## src/rtl/rng_seed_sequencer.sv

```systemverilog
// Seed-index sequencer: walks a writable seed table and offers one seed every
// DIV+1 cycles to the RNG core over a valid/ready handshake.
module rng_seed_sequencer #(
    parameter int NUM_SEEDS = 4,
    parameter int SEL_W     = 2,
    parameter int SEED_W    = 16,
    parameter int DIV       = 4
) (
    input  logic              clk_i,
    input  logic              rst_i,
    input  logic              start_i,
    input  logic              stop_i,
    input  logic              one_shot_i,
    input  logic [1:0]        mode_i,
    input  logic              wr_en_i,
    input  logic [SEL_W-1:0]  wr_addr_i,
    input  logic [SEED_W-1:0] wr_data_i,
    output logic [SEED_W-1:0] seed_o,
    output logic              seed_valid_o,
    input  logic              seed_ready_i,
    output logic [SEL_W-1:0]  seed_sel_o,
    output logic              busy_o
);

    typedef enum logic [1:0] {S_IDLE, S_RUN, S_WAIT} state_e;

    localparam logic [SEL_W:0]   NUM_W    = (SEL_W+1)'(NUM_SEEDS);
    localparam logic [SEL_W-1:0] MAX_SEL  = SEL_W'(NUM_SEEDS - 1);
    localparam logic [15:0]      CNT_LAST = 16'(DIV - 1);
    localparam int               LW       = (SEL_W < 8) ? SEL_W : 8;

    state_e              state_q, state_d;
    logic [15:0]         cnt_q, cnt_d;
    logic [SEED_W-1:0]   seed_q, seed_d;
    logic                valid_q, valid_d;
    logic [SEL_W-1:0]    sel_q, sel_d;
    logic                stop_pend_q, stop_pend_d;
    logic                one_shot_q, one_shot_d;
    logic [7:0]          lfsr_q, lfsr_d;
    logic [SEED_W-1:0]   table_q [NUM_SEEDS];
    logic [SEED_W-1:0]   table_d [NUM_SEEDS];
    logic [SEL_W-1:0]    lfsr_raw, lfsr_idx, next_sel;

    always_ff @(posedge clk_i or negedge rst_i) begin
        if (!rst_i) begin
            state_q     <= S_IDLE;
            cnt_q       <= '0;
            seed_q      <= '0;
            valid_q     <= 1'b0;
            sel_q       <= '0;
            stop_pend_q <= 1'b0;
            one_shot_q  <= 1'b0;
            lfsr_q      <= 8'hA5;
            for (int k = 0; k < NUM_SEEDS; k++) table_q[k] <= SEED_W'(k + 1);
        end else begin
            state_q     <= state_d;
            cnt_q       <= cnt_d;
            seed_q      <= seed_d;
            valid_q     <= valid_d;
            sel_q       <= sel_d;
            stop_pend_q <= stop_pend_d;
            one_shot_q  <= one_shot_d;
            lfsr_q      <= lfsr_d;
            table_q     <= table_d;
        end
    end

    // Free-running scrambler; its low bits folded into range give the LFSR-mode index.
    always_comb begin
        lfsr_d   = {lfsr_q[6:0], lfsr_q[7] ^ lfsr_q[5] ^ lfsr_q[4] ^ lfsr_q[3]};
        lfsr_raw = SEL_W'(lfsr_q[LW-1:0]);
        lfsr_idx = ({1'b0, lfsr_raw} >= NUM_W) ? lfsr_raw - NUM_W[SEL_W-1:0] : lfsr_raw;
        case (mode_i)
            2'b00:   next_sel = (sel_q == MAX_SEL) ? '0 : sel_q + 1'b1;
            2'b01:   next_sel = (sel_q == '0) ? MAX_SEL : sel_q - 1'b1;
            2'b10:   next_sel = lfsr_idx;
            default: next_sel = sel_q;
        endcase
    end

    always_comb begin
        table_d = table_q;
        if (wr_en_i && ({1'b0, wr_addr_i} < NUM_W)) table_d[wr_addr_i] = wr_data_i;
    end

    // Handshake: once seed_valid_o rises, seed_o is frozen until a cycle with
    // seed_valid_o && seed_ready_i; only that cycle transfers a seed.
    always_comb begin
        state_d     = state_q;
        cnt_d       = cnt_q;
        seed_d      = seed_q;
        valid_d     = valid_q;
        sel_d       = sel_q;
        stop_pend_d = stop_pend_q;
        one_shot_d  = one_shot_q;
        case (state_q)
            S_IDLE: begin
                if (start_i) begin
                    one_shot_d = one_shot_i;
                    cnt_d      = '0;
                    state_d    = S_RUN;
                end
            end
            S_RUN: begin
                cnt_d = cnt_q + 16'd1;
                if (stop_i) begin
                    state_d = S_IDLE;
                end else if (cnt_q == CNT_LAST) begin
                    seed_d  = table_q[sel_q];
                    valid_d = 1'b1;
                    state_d = S_WAIT;
                end
            end
            S_WAIT: begin
                if (valid_q && seed_ready_i) begin
                    valid_d = 1'b0;
                    sel_d   = next_sel;
                    if (stop_pend_q || one_shot_q || stop_i) begin
                        stop_pend_d = 1'b0;
                        state_d     = S_IDLE;
                    end else begin
                        cnt_d   = '0;
                        state_d = S_RUN;
                    end
                end else if (stop_i) begin
                    stop_pend_d = 1'b1;
                end
            end
            default: state_d = S_IDLE;
        endcase
    end

    assign seed_o       = seed_q;
    assign seed_valid_o = valid_q;
    assign seed_sel_o   = sel_q;
    assign busy_o       = (state_q != S_IDLE);

endmodule

```

## config.mk

```make
export PLATFORM = sky130hd
export DESIGN_NAME = rng_seed_sequencer
export DESIGN_NICKNAME = d
export VERILOG_FILES = /design/src/rtl/rng_seed_sequencer.sv
export SDC_FILE = /design/constraint.sdc
export NUM_CORES = 1
export LEC_CHECK = 0
export ABC_CLOCK_PERIOD_IN_PS = 3800
export CAP_MARGIN = 20
export CORE_MARGIN = 4
export CORE_UTILIZATION = 60
export CTS_CLUSTER_DIAMETER = 120
export DETAILED_ROUTE_END_ITERATION = 12
export PLACE_DENSITY_LB_ADDON = 0.08
export SLEW_MARGIN = 30
export SYNTH_ARGS = -nofsm -noshare
export SYNTH_HDL_FRONTEND = slang
export SYNTH_SLANG_ARGS = --single-unit
```

## constraint.sdc

```tcl
create_clock -name clk_i -period 3.8 [get_ports clk_i]
set_input_delay 0.95 -clock clk_i [delete_from_list [all_inputs] [get_ports clk_i]]
set_output_delay 0.95 -clock clk_i [all_outputs]
set_load 0.005 [all_outputs]
```

==> impl_metrics.py, run 1 <==
metrics = {
    "status": {
        "status": "complete, no violations",
    },
    "worst_setup_path": {
        "worst-path-buf-inv": 1,
        "cpLargestDelayFamily": "compound AO/OA/AOI/OAI gates",
        "endpoint_kind": "register",
        "worstPathMaxFanout": 12,
        "crit_chain": "clkdlybuf4s50_1 -> o31a_1 -> a2111o_1 -> or4_1 -> a21oi_1",
        "cp.required_ps": 4100,
        "arrival_ps": 3040,
        "worstSetupPathType": "primary input to register",
        "slowest_stage": "or4_1",
        "slowest_delay_ps": 540,
        "start_kind": "primary input",
    },
    "clocking": {
        "post-cts-setup-buffer-count": 0,
        "path_clk_slew_ps": 100,
        "cts_tree": "built",
        "htree_levels": 3,
        "clk_latency_ps": 370,
        "cts-hold-fix-buffers": 0,
        "cts_root_buffer": "clkbuf_8",
        "cts_buffer_depth": 2,
        "cts_buffers": 9,
        "clock_sinks": 111,
        "ctsResizeCount": 0,
    },
    "synth": {
        "synth_xor_area_share_pct": 1.076,
        "synth_ff_type": "dfrtp_1",
        "synth-edff-count": 0,
        "synth-compound-area-share_pct": 5.944,
        "syn_nets": 369,
        "synthMuxAreaShare_pct": 26.29,
        "synth_seq_cells": 111,
        "synth_top_area_cell": "dfrtp_1",
        "synth_commonest_cells": "dfrtp_1, mux2_2, mux4_2",
        "synth-adder-area-share_pct": 1.537,
        "ys_types": 41,
        "postSynthCellCount": 336,
        "yosys_warnings": 0,
        "synth_top_family_by_area": "multiplexers",
        "synth_simple_gate_area_share_pct": 6.072,
        "async_flop_share_pct": 100.0,
        "ys_top_cells_by_area": "dfrtp_1, mux2_2, mux4_2",
        "postSynthAreaPerCell_um2": 14.53,
        "syn_area_um2": 4883,
        "synth.most_common_cell": "dfrtp_1",
        "synth_top_area_share_pct": 52.27,
        "ys_seq_area_share_pct": 57.11,
    },
    "min_path": {
        "min_path_type": "register to register",
    },
    "power": {
        "p_comb_share_pct": 29.3,
        "power.total_mw": 3.167,
        "p_sw_mw": 0.9208,
        "swShare_pct": 29.07,
        "internal_power_mw": 2.246,
        "p_clk_share_pct": 20.6,
        "vdd_drop_max_mv": 0.2830,
        "p_seq_share_pct": 50.1,
        "p_leak_nw": 2.395,
        "power_density_nw_per_um2": 556.9,
    },
    "layout": {
        "fin_nets": 423,
        "drive_gt1_share_pct": 35.44,
        "diodes": 0,
        "area_growth_pct": 16.45,
    },
    "floorplanning": {
        "dieArea_um2": 9646,
        "num_io_pins": 47,
        "rows": 32,
        "core_area_um2": 7807,
        "floorplan.initialDensity_pct": 62.55,
        "die_w_um": 98.22,
        "fp.dieH_um": 98.22,
    },
    "place": {
        "gp_congestion": 0.7680,
        "port-buffer-count": 46,
        "dp_hpwl_um": 6033,
    },
    "timing": {
        "worstMarginPinSlew_ps": 601.5,
        "clock_skew_ps": 12.72,
        "setup_viol": 0,
        "hold_violations": 0,
        "setup_tns_ps": 0,
        "maxSlewViolCount": 0,
        "fin_crit_sh_pct": 72.07,
        "fin_crit_ps": 2739,
        "grt_setup_unrepaired": "false",
        "slew_headroom_pct": 58.87,
        "max_freq_mhz": 365.2,
    },
    "routing": {
        "via_per_inst": 5.907,
        "wirelength_um": 9077,
        "wl_met3_um": 326,
        "top_layer_used": "met4",
        "firstDrtPassIters": 5,
        "wl_met2_um": 4632,
        "ant_nets": 0,
        "wl_per_cell_um": 18.26,
        "m1WireLength_um": 4050,
        "drc_errors": 0,
        "drt_iter0_drc": 82,
        "num_vias": 2936,
    },
    "grt": {
        "antenna_found_initial": 0,
        "grtUsageTotal_pct": 20.00,
        "first_global_vias": 3098,
        "grt_pass1_wl_um": 15350,
        "grt_max_degree": 64,
        "grt-ovfl-total": 0,
    },
    "flow_run": {
        "max_cap_violations": 0,
    },
}
[metrics by stage]
step           instance area, um2  cells  hold slack, ps  setup WS (ps)  util [%]
2_1_floorplan                4883    336           333.0           1379         -
6_report                     5687    497           361.2           1061     72.84
3_3_place_gp                 5505    481           343.4          752.2     70.51
3_5_place_dp                 5505    481           337.9          685.7     70.51
5_1_grt                      5687    497           377.3          987.6     72.84
4_1_cts                      5687    497           362.3           1069     72.84
[layer usage]
metal | vias up | track usage, %
met1 | 1521 | 26.79
li1 | 1356 | -
met3 | 8 | 4.857
met5 | - | 0
met2 | 51 | 33.51
met4 | 0 | 4.517
[logic make-up (layout without fill, tap and decap cells)]
family	count (synthesis)	count (layout)
flip-flops	111	111
adder cells (fa/ha/maj)	6	6
buffers and inverters	23	82
AND/OR/NAND/NOR	49	49
AO/OA/AOI/OAI	43	43
multiplexers	98	98
XOR/XNOR	6	6
[cells in the final DEF, fill, tap and decap left out, types with 5 or more instances in the layout]
cell,count
mux4_2,16
buf_4,9
dfrtp_1,102
ha_1,6
nor2_1,6
nand2_1,9
xnor2_1,5
clkdlybuf4s50_1,45
inv_1,11
dfstp_2,9
or4_1,8
nand3_1,7
a21oi_1,13
o31ai_1,8
clkbuf_8,9
mux2_2,82
o21ai_0,6
[state kept, by name (all words and copies together) (netlist names)]
name	cells
lfsr_q	8
table_q	64
stop_pend_q	1
cnt_q	16
seed_valid_o	1
one_shot_q	1
seed_o	16
seed_sel_o	2
state_q	2
[final timing paths]
kind	depth (start not counted)	from	to	slack, ps
worst max-delay path	5	stop_i	cnt_q[15]$_DFFE_PN0P_	1060
worst min-delay path	0	lfsr_q[6]$_DFF_PN0_	lfsr_q[7]$_DFF_PN1_	360
worst max register to register	6	cnt_q[0]$_DFFE_PN0P_	seed_o[15]$_DFFE_PN0P_	1670
worst min register to register	0	lfsr_q[6]$_DFF_PN0_	lfsr_q[7]$_DFF_PN1_	360
max in group asynchronous	2	rst_i	lfsr_q[7]$_DFF_PN1_	2430
min in group asynchronous	1	rst_i	seed_o[0]$_DFFE_PN0P_	600
[worst reg2reg max path, delay by kind of cell, from the launching register on]
kind,cells,cell delay [ps]
DFF,1,440
adders and majority gates,1,270
buffers and inverters,1,310
and+or+nand+nor,3,610
muxes,1,390
[layout make-up]
class,count,area [um2]
Sequential cell,111,2789
Fill cell,530,2121
Multi-Input combinational cell,202,2009
Timing Repair Buffer,55,538.0
Clock buffer,10,127.6
Tap cell,102,127.6
Clock inverter,6,53.80
Inverter,11,41.29
[power groups by stage]
stage	logic [mW]	registers (mW)	clock network, mW
3_3_place_gp	0.915	1.60	0
2_1_floorplan	0.603	1.56	0
6_report	0.928	1.59	0.653
4_1_cts	0.946	1.59	0.677
5_1_grt	1.01	1.62	0.728
3_5_place_dp	0.942	1.61	0
Power figures use the tool's default switching activity.
==> inputs of run 2 (changes only) <==
--- a/config.mk
+++ b/config.mk
@@ -5,10 +5,10 @@
 export SDC_FILE = /design/constraint.sdc
 export NUM_CORES = 1
 export LEC_CHECK = 0
-export ABC_CLOCK_PERIOD_IN_PS = 3800
+export ABC_CLOCK_PERIOD_IN_PS = 2850
 export CAP_MARGIN = 20
 export CORE_MARGIN = 4
-export CORE_UTILIZATION = 60
+export CORE_UTILIZATION = 57
 export CTS_CLUSTER_DIAMETER = 120
 export DETAILED_ROUTE_END_ITERATION = 12
 export PLACE_DENSITY_LB_ADDON = 0.08
==> constraint.sdc (replaced) <==
create_clock -name clk_i -period 2.85 [get_ports clk_i]
set_input_delay 0.7125 -clock clk_i [delete_from_list [all_inputs] [get_ports clk_i]]
set_output_delay 0.7125 -clock clk_i [all_outputs]
set_load 0.005 [all_outputs]
==> run 2 against run 1 <==
Routed wire length down 0.84%. Worst hold slack worse by 59 ps. Setup slack worse by 620 ps. Clock-buffer cell count unchanged. Final area up 1.3%. Register-to-register slack worse by 970 ps. Critical path depth unchanged. Clock skew about the same. Largest cell class unchanged. Highest routed layer unchanged.
==> impl_metrics.py, run 2 (same netlist as run 1, synthesis figures left out) <==
metrics = {
    "clocking": {
        "post-cts-setup-buffer-count": 0,
        "htree_levels": 3,
        "cts_buffers": 9,
        "cts_tree": "built",
        "clk_latency_ps": 370,
        "cts_root_buffer": "clkbuf_8",
        "cts-hold-fix-buffers": 0,
        "path_clk_slew_ps": 100,
        "clock_sinks": 111,
        "ctsResizeCount": 0,
        "cts_buffer_depth": 2,
    },
    "place": {
        "port-buffer-count": 46,
        "placed_cell_area_um2": 5579,
        "gp_congestion": 0.8410,
        "dp_hpwl_um": 6266,
    },
    "worst_setup_path": {
        "worstSetupPathType": "primary input to register",
        "endpoint_kind": "register",
        "rr_worst_depth": 4,
        "start_kind": "primary input",
        "r2r-start": "state_q[1]$_DFFE_PN0P_",
        "timing.rr.end": "cnt_q[15]$_DFFE_PN0P_",
        "slowest_stage": "a2111o_1",
        "cp-startpoint": "seed_ready_i",
        "arrival_ps": 2690,
        "crit_chain": "clkdlybuf4s50_1 -> nand4b_4 -> a2111o_1 -> or4_1 -> a21oi_1",
        "cp.required_ps": 3130,
        "worstPathMaxFanout": 12,
        "rrSetupSlack_ps": 700,
        "slowest_delay_ps": 580,
    },
    "timing": {
        "fin_crit_ps": 2414,
        "fin_crit_sh_pct": 84.69,
        "setup_viol": 0,
        "max_freq_mhz": 414.3,
        "maxSlewViolCount": 0,
        "hold_violations": 0,
        "worstMarginPinSlew_ps": 489.2,
        "clock_skew_ps": 12.83,
        "slew_headroom_pct": 66.55,
        "grt_setup_unrepaired": "false",
        "setup_tns_ps": 0,
    },
    "status": {
        "status": "complete, no violations",
    },
    "routing": {
        "wirelength_um": 9001,
        "ant_nets": 0,
        "firstDrtPassIters": 5,
        "drc_errors": 0,
        "wl_per_cell_um": 17.79,
        "drt_iter0_drc": 115,
        "num_vias": 2971,
        "via_per_inst": 5.872,
    },
    "power": {
        "p_leak_nw": 2.424,
        "vdd_drop_max_mv": 0.3486,
        "power.total_mw": 4.228,
        "power_density_nw_per_um2": 734.0,
    },
    "floorplanning": {
        "die_w_um": 100.6,
        "core_area_um2": 8258,
        "num_io_pins": 47,
        "dieArea_um2": 10110,
        "rows": 33,
        "floorplan.initialDensity_pct": 59.14,
        "fp.dieH_um": 100.6,
    },
    "grt": {
        "grt-ovfl-total": 0,
        "grt_pass1_wl_um": 15630,
        "first_global_vias": 3103,
        "grtUsageTotal_pct": 19.98,
        "grt_max_degree": 47,
        "antenna_found_initial": 0,
    },
    "layout": {
        "largest_reg_flops": 64,
        "fin_nets": 429,
        "final_cell_mix": "dfrtp_1, mux2_2, clkdlybuf4s50_1",
        "area_growth_pct": 17.96,
        "largest_register": "table_q",
        "drive_gt1_share_pct": 36.41,
        "final_area_um2": 5761,
        "diodes": 0,
        "final_common_cell": "dfrtp_1",
    },
    "min_path": {
        "min_path_type": "primary input to async pin",
    },
    "flow_run": {
        "max_cap_violations": 0,
    },
}
-- run 2: cell types whose count changed in the layout (fill, tap and decap cells not counted) --
cell	delta
buf_12	+2
buf_4	+4
clkinv_2	-1
clkinv_4	-2
clkinvlp_4	+3
-- run 2: cell type report --
| cell class | count | area [um2] |
|---|---|---|
| clock buffer | 10 | 127.6 |
| clock inverter | 6 | 53.80 |
| fill | 576 | 2497 |
| inverter | 11 | 41.29 |
| multi-input combinational | 202 | 2009 |
| sequential | 111 | 2789 |
| tap | 105 | 131.4 |
| timing repair buffer | 61 | 608.1 |
-- run 2: through the flow --
step | cells | worst slack [ps] | hold WS (ps) | util (%)
floorplan | 336 | 600.3 | 333.0 | -
detailed placement | 490 | 95.92 | 339.1 | 67.56
finish | 506 | 436.4 | 301.9 | 69.76
global route | 506 | 442.0 | 308.6 | 69.76
CTS | 506 | 493.2 | 293.4 | 69.76
global placement | 490 | 185.9 | 335.0 | 67.56
-- run 2: critical path: cells and delay by family --
kind,cells,cell delay [ps]
compound gates,2,790
buf+inv,1,530
simple gates,2,660
-- run 2: per-layer routing --
metal	global-route usage (%)	share of wire [%]	vias to the layer above
li1	-	-	1367
met2	33.23	51	54
met5	0	0	-
met3	4.221	3.1	13
met4	6.425	1.9	0
met1	26.46	44	1537
-- run 2: power breakdown --
| part | switching [mW] | total (mW) | internal, mW |
|---|---|---|---|
| clock | 0.537 | 0.869 | 0.332 |
| sequential | 0.190 | 2.08 | 1.89 |
| combinational | 0.501 | 1.28 | 0.775 |
-- run 2: how the worst max path moves through the flow --
stage,end,slack (ps),depth (start not counted)
after floorplan,seed_sel_o[1]$_DFFE_PN0P_,600,8
after global placement,cnt_q[15]$_DFFE_PN0P_,190,5
after detailed placement,cnt_q[15]$_DFFE_PN0P_,100,5
after CTS,cnt_q[15]$_DFFE_PN0P_,490,5
after global routing,cnt_q[15]$_DFFE_PN0P_,440,5
final,cnt_q[15]$_DFFE_PN0P_,440,5
